### config.mk
export PLATFORM = sky130hd
export DESIGN_NAME = branch_pc_sequencer
export DESIGN_NICKNAME = d
export VERILOG_FILES = /design/src/rtl/branch_pc_sequencer.sv
export SDC_FILE = /design/constraint.sdc
export NUM_CORES = 1
export LEC_CHECK = 0
export ABC_AREA = 1
export CORE_UTILIZATION = 45
export CTS_BUF_LIST = sky130_fd_sc_hd__clkbuf_8
export DETAILED_ROUTE_END_ITERATION = 8
export GPL_TIMING_DRIVEN = 0
export HOLD_SLACK_MARGIN = 0.05
export PLACE_DENSITY = 0.66
export SYNTH_ARGS = -nofsm -noshare
export SYNTH_HDL_FRONTEND = slang
export SYNTH_SLANG_ARGS = --single-unit
### constraint.sdc
create_clock -name clk -period 4.8 [get_ports clk]
set_input_delay 0.96 -clock clk [delete_from_list [all_inputs] [get_ports clk]]
set_output_delay 0.96 -clock clk [all_outputs]
set_load 0.005 [all_outputs]
### src/rtl/branch_pc_sequencer.sv
// PC owner for the multicycle MIPS datapath: fetch, decode, branch resolution, commit.
// Optional saturating branch statistics counters are enabled with `define BRANCH_STATS_EN.
module branch_pc_sequencer #(
    parameter logic [31:0] RESET_PC   = 32'h0000_3000,
    parameter int unsigned WAIT_LIMIT = 16
) (
    input  logic        clk,
    input  logic        rst_n,
    input  logic        fetch_req,
    input  logic        instr_ready,
    input  logic [31:0] instr,
    input  logic        br_valid,
    input  logic        br_taken,
    input  logic [31:0] jr_target,
    output logic [31:0] pc,
    output logic [31:0] pc_plus4,
    output logic        busy,
    output logic        redirect,
    output logic        instr_done,
    output logic        align_err
`ifdef BRANCH_STATS_EN
    ,
    output logic [15:0] br_taken_cnt,
    output logic [15:0] br_nottaken_cnt,
    output logic [15:0] br_timeout_cnt
`endif
);

    localparam logic [1:0] S_IDLE    = 2'd0;
    localparam logic [1:0] S_FETCH   = 2'd1;
    localparam logic [1:0] S_DECODE  = 2'd2;
    localparam logic [1:0] S_RESOLVE = 2'd3;

    localparam int unsigned CNT_W = $clog2(WAIT_LIMIT + 1);

    logic [1:0]       state;
    logic [1:0]       nextState;
    logic [31:0]      instrReg;
    logic [31:0]      tgt;
    logic [CNT_W-1:0] waitCnt;
    logic [5:0]       opcode;
    logic [5:0]       funct;
    logic             isBranch;
    logic             isJump;
    logic             isJr;
    logic             waitExpired;

    assign opcode      = instrReg[31:26];
    assign funct       = instrReg[5:0];
    assign isBranch    = (opcode == 6'h01) || (opcode >= 6'h04 && opcode <= 6'h07);
    assign isJump      = (opcode == 6'h02) || (opcode == 6'h03);
    assign isJr        = (opcode == 6'h00) && (funct == 6'h08 || funct == 6'h09);
    assign waitExpired = (waitCnt == CNT_W'(WAIT_LIMIT - 1));

    always_comb begin
        nextState = state;
        case (state)
            S_IDLE:    if (fetch_req) nextState = S_FETCH;
            S_FETCH:   if (instr_ready) nextState = S_DECODE;
            S_DECODE:  nextState = isBranch ? S_RESOLVE : S_IDLE;
            S_RESOLVE: if (br_valid || waitExpired) nextState = S_IDLE;
            default:   nextState = S_IDLE;
        endcase
    end

    always_ff @(posedge clk) begin
        if (!rst_n) begin
            state      <= S_IDLE;
            busy       <= 1'b0;
            pc         <= RESET_PC;
            pc_plus4   <= RESET_PC + 32'd4;
            redirect   <= 1'b0;
            instr_done <= 1'b0;
            align_err  <= 1'b0;
            instrReg   <= '0;
            tgt        <= '0;
            waitCnt    <= '0;
`ifdef BRANCH_STATS_EN
            br_taken_cnt    <= '0;
            br_nottaken_cnt <= '0;
            br_timeout_cnt  <= '0;
`endif
        end else begin
            state      <= nextState;
            busy       <= (nextState != S_IDLE);
            redirect   <= 1'b0;
            instr_done <= 1'b0;
            align_err  <= 1'b0;
            case (state)
                S_FETCH: begin
                    if (instr_ready) begin
                        instrReg <= instr;
                        pc_plus4 <= pc + 32'd4;
                        tgt      <= pc + 32'd4 + {{14{instr[15]}}, instr[15:0], 2'b00};
                    end
                end
                S_DECODE: begin
                    waitCnt <= '0;
                    if (isJump) begin
                        pc         <= {pc_plus4[31:28], instrReg[25:0], 2'b00};
                        redirect   <= 1'b1;
                        instr_done <= 1'b1;
                    end else if (isJr) begin
                        pc         <= {jr_target[31:2], 2'b00};
                        redirect   <= 1'b1;
                        instr_done <= 1'b1;
                        align_err  <= (jr_target[1:0] != 2'b00);
                    end else if (!isBranch) begin
                        pc         <= pc_plus4;
                        instr_done <= 1'b1;
                    end
                end
                S_RESOLVE: begin
                    // A real verdict wins over the timeout in the same cycle.
                    if (br_valid) begin
                        instr_done <= 1'b1;
                        if (br_taken) begin
                            pc       <= tgt;
                            redirect <= 1'b1;
`ifdef BRANCH_STATS_EN
                            if (br_taken_cnt != 16'hFFFF) br_taken_cnt <= br_taken_cnt + 16'd1;
`endif
                        end else begin
                            pc <= pc_plus4;
`ifdef BRANCH_STATS_EN
                            if (br_nottaken_cnt != 16'hFFFF) br_nottaken_cnt <= br_nottaken_cnt + 16'd1;
`endif
                        end
                    end else if (waitExpired) begin
                        pc         <= pc_plus4;
                        instr_done <= 1'b1;
`ifdef BRANCH_STATS_EN
                        if (br_timeout_cnt != 16'hFFFF) br_timeout_cnt <= br_timeout_cnt + 16'd1;
`endif
                    end else begin
                        waitCnt <= waitCnt + CNT_W'(1);
                    end
                end
                default: ;
            endcase
        end
    end

endmodule

Word-level counts from Yosys, hierarchy flattened
Cells that the tools add are included.
W data, S select, Z words.

operators by class
  bitwise logic cells = 3
  multiplexer cells = 26
  reductions and logical operators = 15
  $lt $le $gt $ge = 2
  $add $sub $neg = 3
  equality and inequality tests = 13

operators with widths
  kind                     count
  $mux W32                 6
  $pmux W32 S2             1
  $add A32 B3 Y32 const B  1
  $add A32 B32 Y32         1
  $eq A6 B2 Y1 const B     2
  $eq A6 B4 Y1 const B     2
  $mux W5                  2
  $pmux W5 S2              1
  $mux W1                  9
  $mux W2                  4
  $pmux W2 S4              1
  $eq A6 B1 Y1 const B     1
  $ge A6 B3 Y1 const B     1
  $le A6 B3 Y1 const B     1
  $logic_not A6 Y1         1
  $reduce_and A3 Y1        2
  $reduce_bool A2 Y1       3
  $add A5 B1 Y5 const B    1
  $eq A5 B4 Y1 const B     1
  $eq A2 B2 Y1 const B     2
  $logic_or A1 B1 Y1       4
  $ne A2 B2 Y1 const B     2
  $ne A4 B4 Y1 const B     1
  $pmux W1 S2              2
  other kinds (7)          10

storage, ports and cells
  output and inout port bits = 68
  bits of input ports = 70
  flip-flop bits (word level) = 139

Depth between registers and ports, before layout
  word-level depth = 7
  gate-level depth with buffers = 24
  gate-level depth less buffers = 24

Worst setup path before layout
OpenSTA, ideal clock, no wires.

  path type = reg-to-reg
  start point = reg pc[2]
  end point = reg tgt[27]
  path slack = 2.110 ns
  library setup time = 0.109 ns
  clock period less this slack = 2.690 ns
  arrival time = 2.581 ns
  required time = 4.691 ns
  stages on the path, launching flop included = 21
  cells stage by stage = dfxtp_1 ha_1 nand2_1 nor2_1 nand2_1 nor2_2 nand2_2 nor2_4 xnor2_1 inv_1 ha_1 a21oi_1 nand2_1 a21oi_1 nor2_1 nor2_1 nand2_1 nand2_1 nand3_1 nand2_1 inv_1

on the way
  longest elaborated chain between the ends = 2

RTL lines
  what                      RTL line  text
  start: declaration        15        output logic [31:0] pc,
  start signal: assignment  100       pc <= {pc_plus4[31:28], instrReg[25:0], 2'b00};
  start signal: assignment  104       pc <= {jr_target[31:2], 2'b00};
  start signal: assignment  109       pc <= pc_plus4;
  $add A32 B3 Y32           94        tgt <= pc + 32'd4 + {{14{instr[15]}}, instr[15:0], 2'b00};
  $add A32 B32 Y32          94
  end signal: assignment    94
  end: declaration          39        logic [31:0] tgt;

No other way between the ends.
A chain may end at the register's enable or synchronous reset.

Worst setup path in the final report
  start point = reg pc[2]
  end point = reg tgt[29]

Same word-level chain as after synthesis.

==> metrics.md <==
| Metric | Value |
|---|---|
| Vias in the first global route | `8882` |
| Synth cell types | `46` |
| Vias | `9830` |
| Worst-path clk slew | `0.09 ns` |
| Vias per Instance | `5.40` |
| Min-Delay Path Class | `flop to flop` |
| Non-filler instance count after layout | `1821` |
| Reg-to-reg endpoint | `tgt[29]` |
| # clock sinks | `137` |
| Largest family of logic cells by synthesized area | `simple AND/OR/NAND/NOR gates` |
| Crit path required time | `5.16 ns` |
| Crit path max fanout | `7` |
| Area of the multi-input gates | `0.00512 mm^2` |
| Period utilization | `76.3%` |
| CTS tree | `yes` |
| RSZ-0062 raised after global routing | `no` |
| Syn avg cell area | `6.35 um^2` |
| Initial antenna violation count | `0` |
| Share of layout cells above drive strength 1 | `5.64%` |
| Synth Area in XOR/XNOR | `3.45%` |
| Internal power | `1.95 mW` |
| Syn Std Cell Area | `0.00884 mm^2` |
| Hold path startpoint | `tgt[2]` |
| Number of post-CTS setup repair buffers | `0` |
| F_max | `273 MHz` |
| Synth Flop Type | `dfxtp_1` |
| Proportion of synthesized area in mux cells | `0%` |
| Compound-Gate Fraction of Synth Area | `21.0%` |
| CTS Buf Count | `17` |
| CP endpoint kind | `flop` |
| Sequential share of power | `43.3%` |
| Nets | `1655` |
| Initial DRC Count | `928` |
| WL/cell | `19.3 um` |
| Iteration count of the initial detailed-routing pass | `5` |
| Reg area | `0.00274 mm^2` |
| Most common cell on crit path | `nand2_1` |
| Switching Share | `33.5%` |
| First-pass GRT wire length | `52100 um` |
| Simple-gate portion of the synthesized area | `28.1%` |
| Reg2reg path depth | `19` |
| Pleak | `4.99 nW` |
| Filler cells | `1952` |
| Area Overhead vs Synth | `23.7%` |
| ANT cells | `0` |
| Pwr Total | `2.94 mW` |
| Crit path buf inv count | `2` |
| Area share of fa/ha/maj cells after synthesis | `5.32%` |
| Psw | `0.984 mW` |
| Hold slack | `0.468 ns` |
| Hpwl dp | `27700 um` |
| Post-Route WL | `35200 um` |
| Combinational share of power | `23.1%` |
| Clock buffer depth | `2` |
| Largest net degree at the start of global routing | `18` |
| Hold Path End | `tgt[2]` |
| Max-Cap Viols | `0` |
| DRC | `0` |
| H-tree depth | `4` |
| R2R Setup Slk | `1.14 ns` |
| # resized after CTS | `0` |
| Clk_skew | `0.0149 ns` |
| Chip height | `142 um` |
| Initial core utilization | `46.6%` |
| Pwr dens | `268 mW/mm^2` |
| Syn. warnings | `0` |
| Final-report setup violation count | `0` |
| Die area | `0.0202 mm^2` |
| Most frequent cells in the layout | `295 x nand2_1, 180 x inv_1, 168 x nor2_1` |
| Grt ovf | `0` |
| Hold buffer count at cts | `0` |
| Routed Antenna Nets | `0` |
| Reg2reg start | `pc[2]` |
| Setup TNS | `0 ns` |
| Post-synth ARST share | `0%` |
| Max incr delay on CP | `0.50 ns` |
| CP delay by family, top | `simple AND/OR/NAND/NOR gates` |
| Clock power frac | `33.6%` |
| Worst Tran Pin Value | `0.888 ns` |
| Post-synth EDFFs | `0` |
| Slowest stage cell, crit path | `dfxtp_1` |
| GP Congestion | `0.937` |
| # port buffers | `137` |
| Min Tclk post-route | `3.66 ns` |
| Clock root buffer | `clkbuf_8` |
| Hold depth | `2` |
| Status | `finished clean` |
| Total track usage | `35.1%` |
| Post-Syn Nets | `1499` |
| Die width | `142 um` |
| CP arrival | `4.02 ns` |
| Sequential area share after synthesis | `31.0%` |
| Worst path cell trace | `ha_1 -> nand2_1 -> nor2_1 -> nand2_1 -> nor2_2 -> nand2_2 -> nor2_4 -> xnor2_1 -> inv_1 -> ha_1 -> nand2_1 -> inv_1 -> nand3_1 -> o21ai_0 -> a21oi_1 -> nand3_1 -> nand2_1 -> nor2_1 -> nor2_1` |
| Commonest non-fill, non-tap cell in the layout | `nand2_1` |
| VDD IR-drop max | `0.170 mV` |
| Inst Count DP | `1789` |
| Core area | `0.0190 mm^2` |
| Final hold vios | `0` |
| Post-synthesis cell count | `1392` |
| Row count | `50` |
| Clk Latency, worst-skew pair | `0.48 ns` |
| FF+latch count, synth | `137` |
| Max Transition Viols Final | `0` |
| Slew headroom | `40.8%` |
| Total I/O pin count | `138` |
| Setup CP Type | `flop to flop` |
| Setup crit start kind | `flop` |
==> per-stage QoR <==
step	util, %	area, um^2	setup slack (ns)
detailed placement	55.6	10500	0.957
global placement	55.6	10500	0.955
floorplan	-	8840	2.11
finish	57.7	10900	1.14
global route	57.7	10900	0.935
CTS	57.7	10900	1.30
==> cell families (layout without fill, tap and decap cells) <==
kind of cell | after synthesis | after routing
buffers and inverters | 245 | 414
adders and majority gates | 37 | 37
and+or+nand+nor | 586 | 586
xor gates and xnor gates | 34 | 34
DFF | 137 | 137
AOI/OAI and AO/OA | 353 | 353
==> worst reg2reg max path, delay by kind of cell, from the launching register on <==
family	cells	cell delay, ns
flip-flops	1	0.50
AO/OA/AOI/OAI	2	0.61
AND/OR/NAND/NOR	12	1.40
adder cells (fa/ha/maj)	2	0.66
buffers and inverters	2	0.17
XOR/XNOR	1	0.21
==> cells in the mapped netlist, types with 2 or more instances <==
cell | count | area (um^2)
buf_2 | 14 | 70.1
clkbuf_1 | 32 | 120
o21ai_1 | 6 | 30.0
o31ai_1 | 2 | 15.0
or2_2 | 2 | 12.5
nor2_2 | 4 | 25.0
nand2_1 | 295 | 1110
a31oi_1 | 5 | 31.3
nor4_1 | 2 | 12.5
buf_6 | 4 | 45.0
o211ai_1 | 19 | 143
nor2_1 | 168 | 631
o21bai_1 | 3 | 22.5
nand2_2 | 6 | 37.5
nor3_1 | 9 | 45.0
xor2_1 | 23 | 201
ha_1 | 36 | 450
nand3_1 | 69 | 345
nand3_2 | 6 | 60.1
buf_1 | 5 | 18.8
inv_2 | 4 | 15.0
a21o_1 | 3 | 22.5
nand4_1 | 12 | 75.1
xnor2_1 | 10 | 87.6
o21ai_0 | 147 | 736
dfxtp_1 | 137 | 2740
and2_1 | 4 | 25.0
nor2_4 | 6 | 67.6
inv_1 | 179 | 672
clkinv_2 | 2 | 10.0
a21oi_1 | 161 | 806
buf_4 | 3 | 22.5
==> layout make-up <==
cell class | count | area share [%]
multi-input combinational | 1010 | 46.8
sequential | 137 | 25.1
timing repair buffer | 137 | 12.5
inverter | 186 | 6.41
tap | 260 | 2.98
buffer | 59 | 2.57
clock buffer | 18 | 2.27
clock inverter | 14 | 1.35
==> flip-flops by register name, indices dropped and copies added, names as in the netlist <==
| signal | cells |
|---|---|
| instrReg | 32 |
| pc | 32 |
| pc_plus4 | 32 |
| tgt | 30 |
| waitCnt | 5 |
| state | 2 |
| align_err | 1 |
| busy | 1 |
| instr_done | 1 |
| redirect | 1 |
==> how the worst max path moves through the flow <==
| stage | start | endpoint | slack [ns] | cells after the start |
|---|---|---|---|---|
| 2_1_floorplan | pc[2] | tgt[27] | 2.11 | 20 |
| 3_3_place_gp | instr[15] | tgt[29] | 0.96 | 11 |
| 3_5_place_dp | instr[15] | tgt[29] | 0.96 | 11 |
| 4_1_cts | pc[2] | tgt[29] | 1.30 | 19 |
| 5_1_grt | pc[2] | tgt[29] | 0.93 | 19 |
| 6_report | pc[2] | tgt[29] | 1.14 | 19 |
==> power by group through the flow <==
stage | combinational [mW] | sequential (mW) | clock (mW)
3_5_place_dp | 0.662 | 1.29 | 0
4_1_cts | 0.666 | 1.27 | 0.979
5_1_grt | 0.743 | 1.28 | 1.03
2_1_floorplan | 0.379 | 1.28 | 0
3_3_place_gp | 0.657 | 1.29 | 0
6_report | 0.677 | 1.27 | 0.987
==> per-layer routing <==
layer	vias up	share of wire (%)	global-route usage, %
met5	-	0	0
met4	0	3.2	13.1
met3	63	9.4	5.35
met2	494	45	56.8
met1	4441	43	47.0
li1	4832	-	-
(Power assumes the default switching activity.)
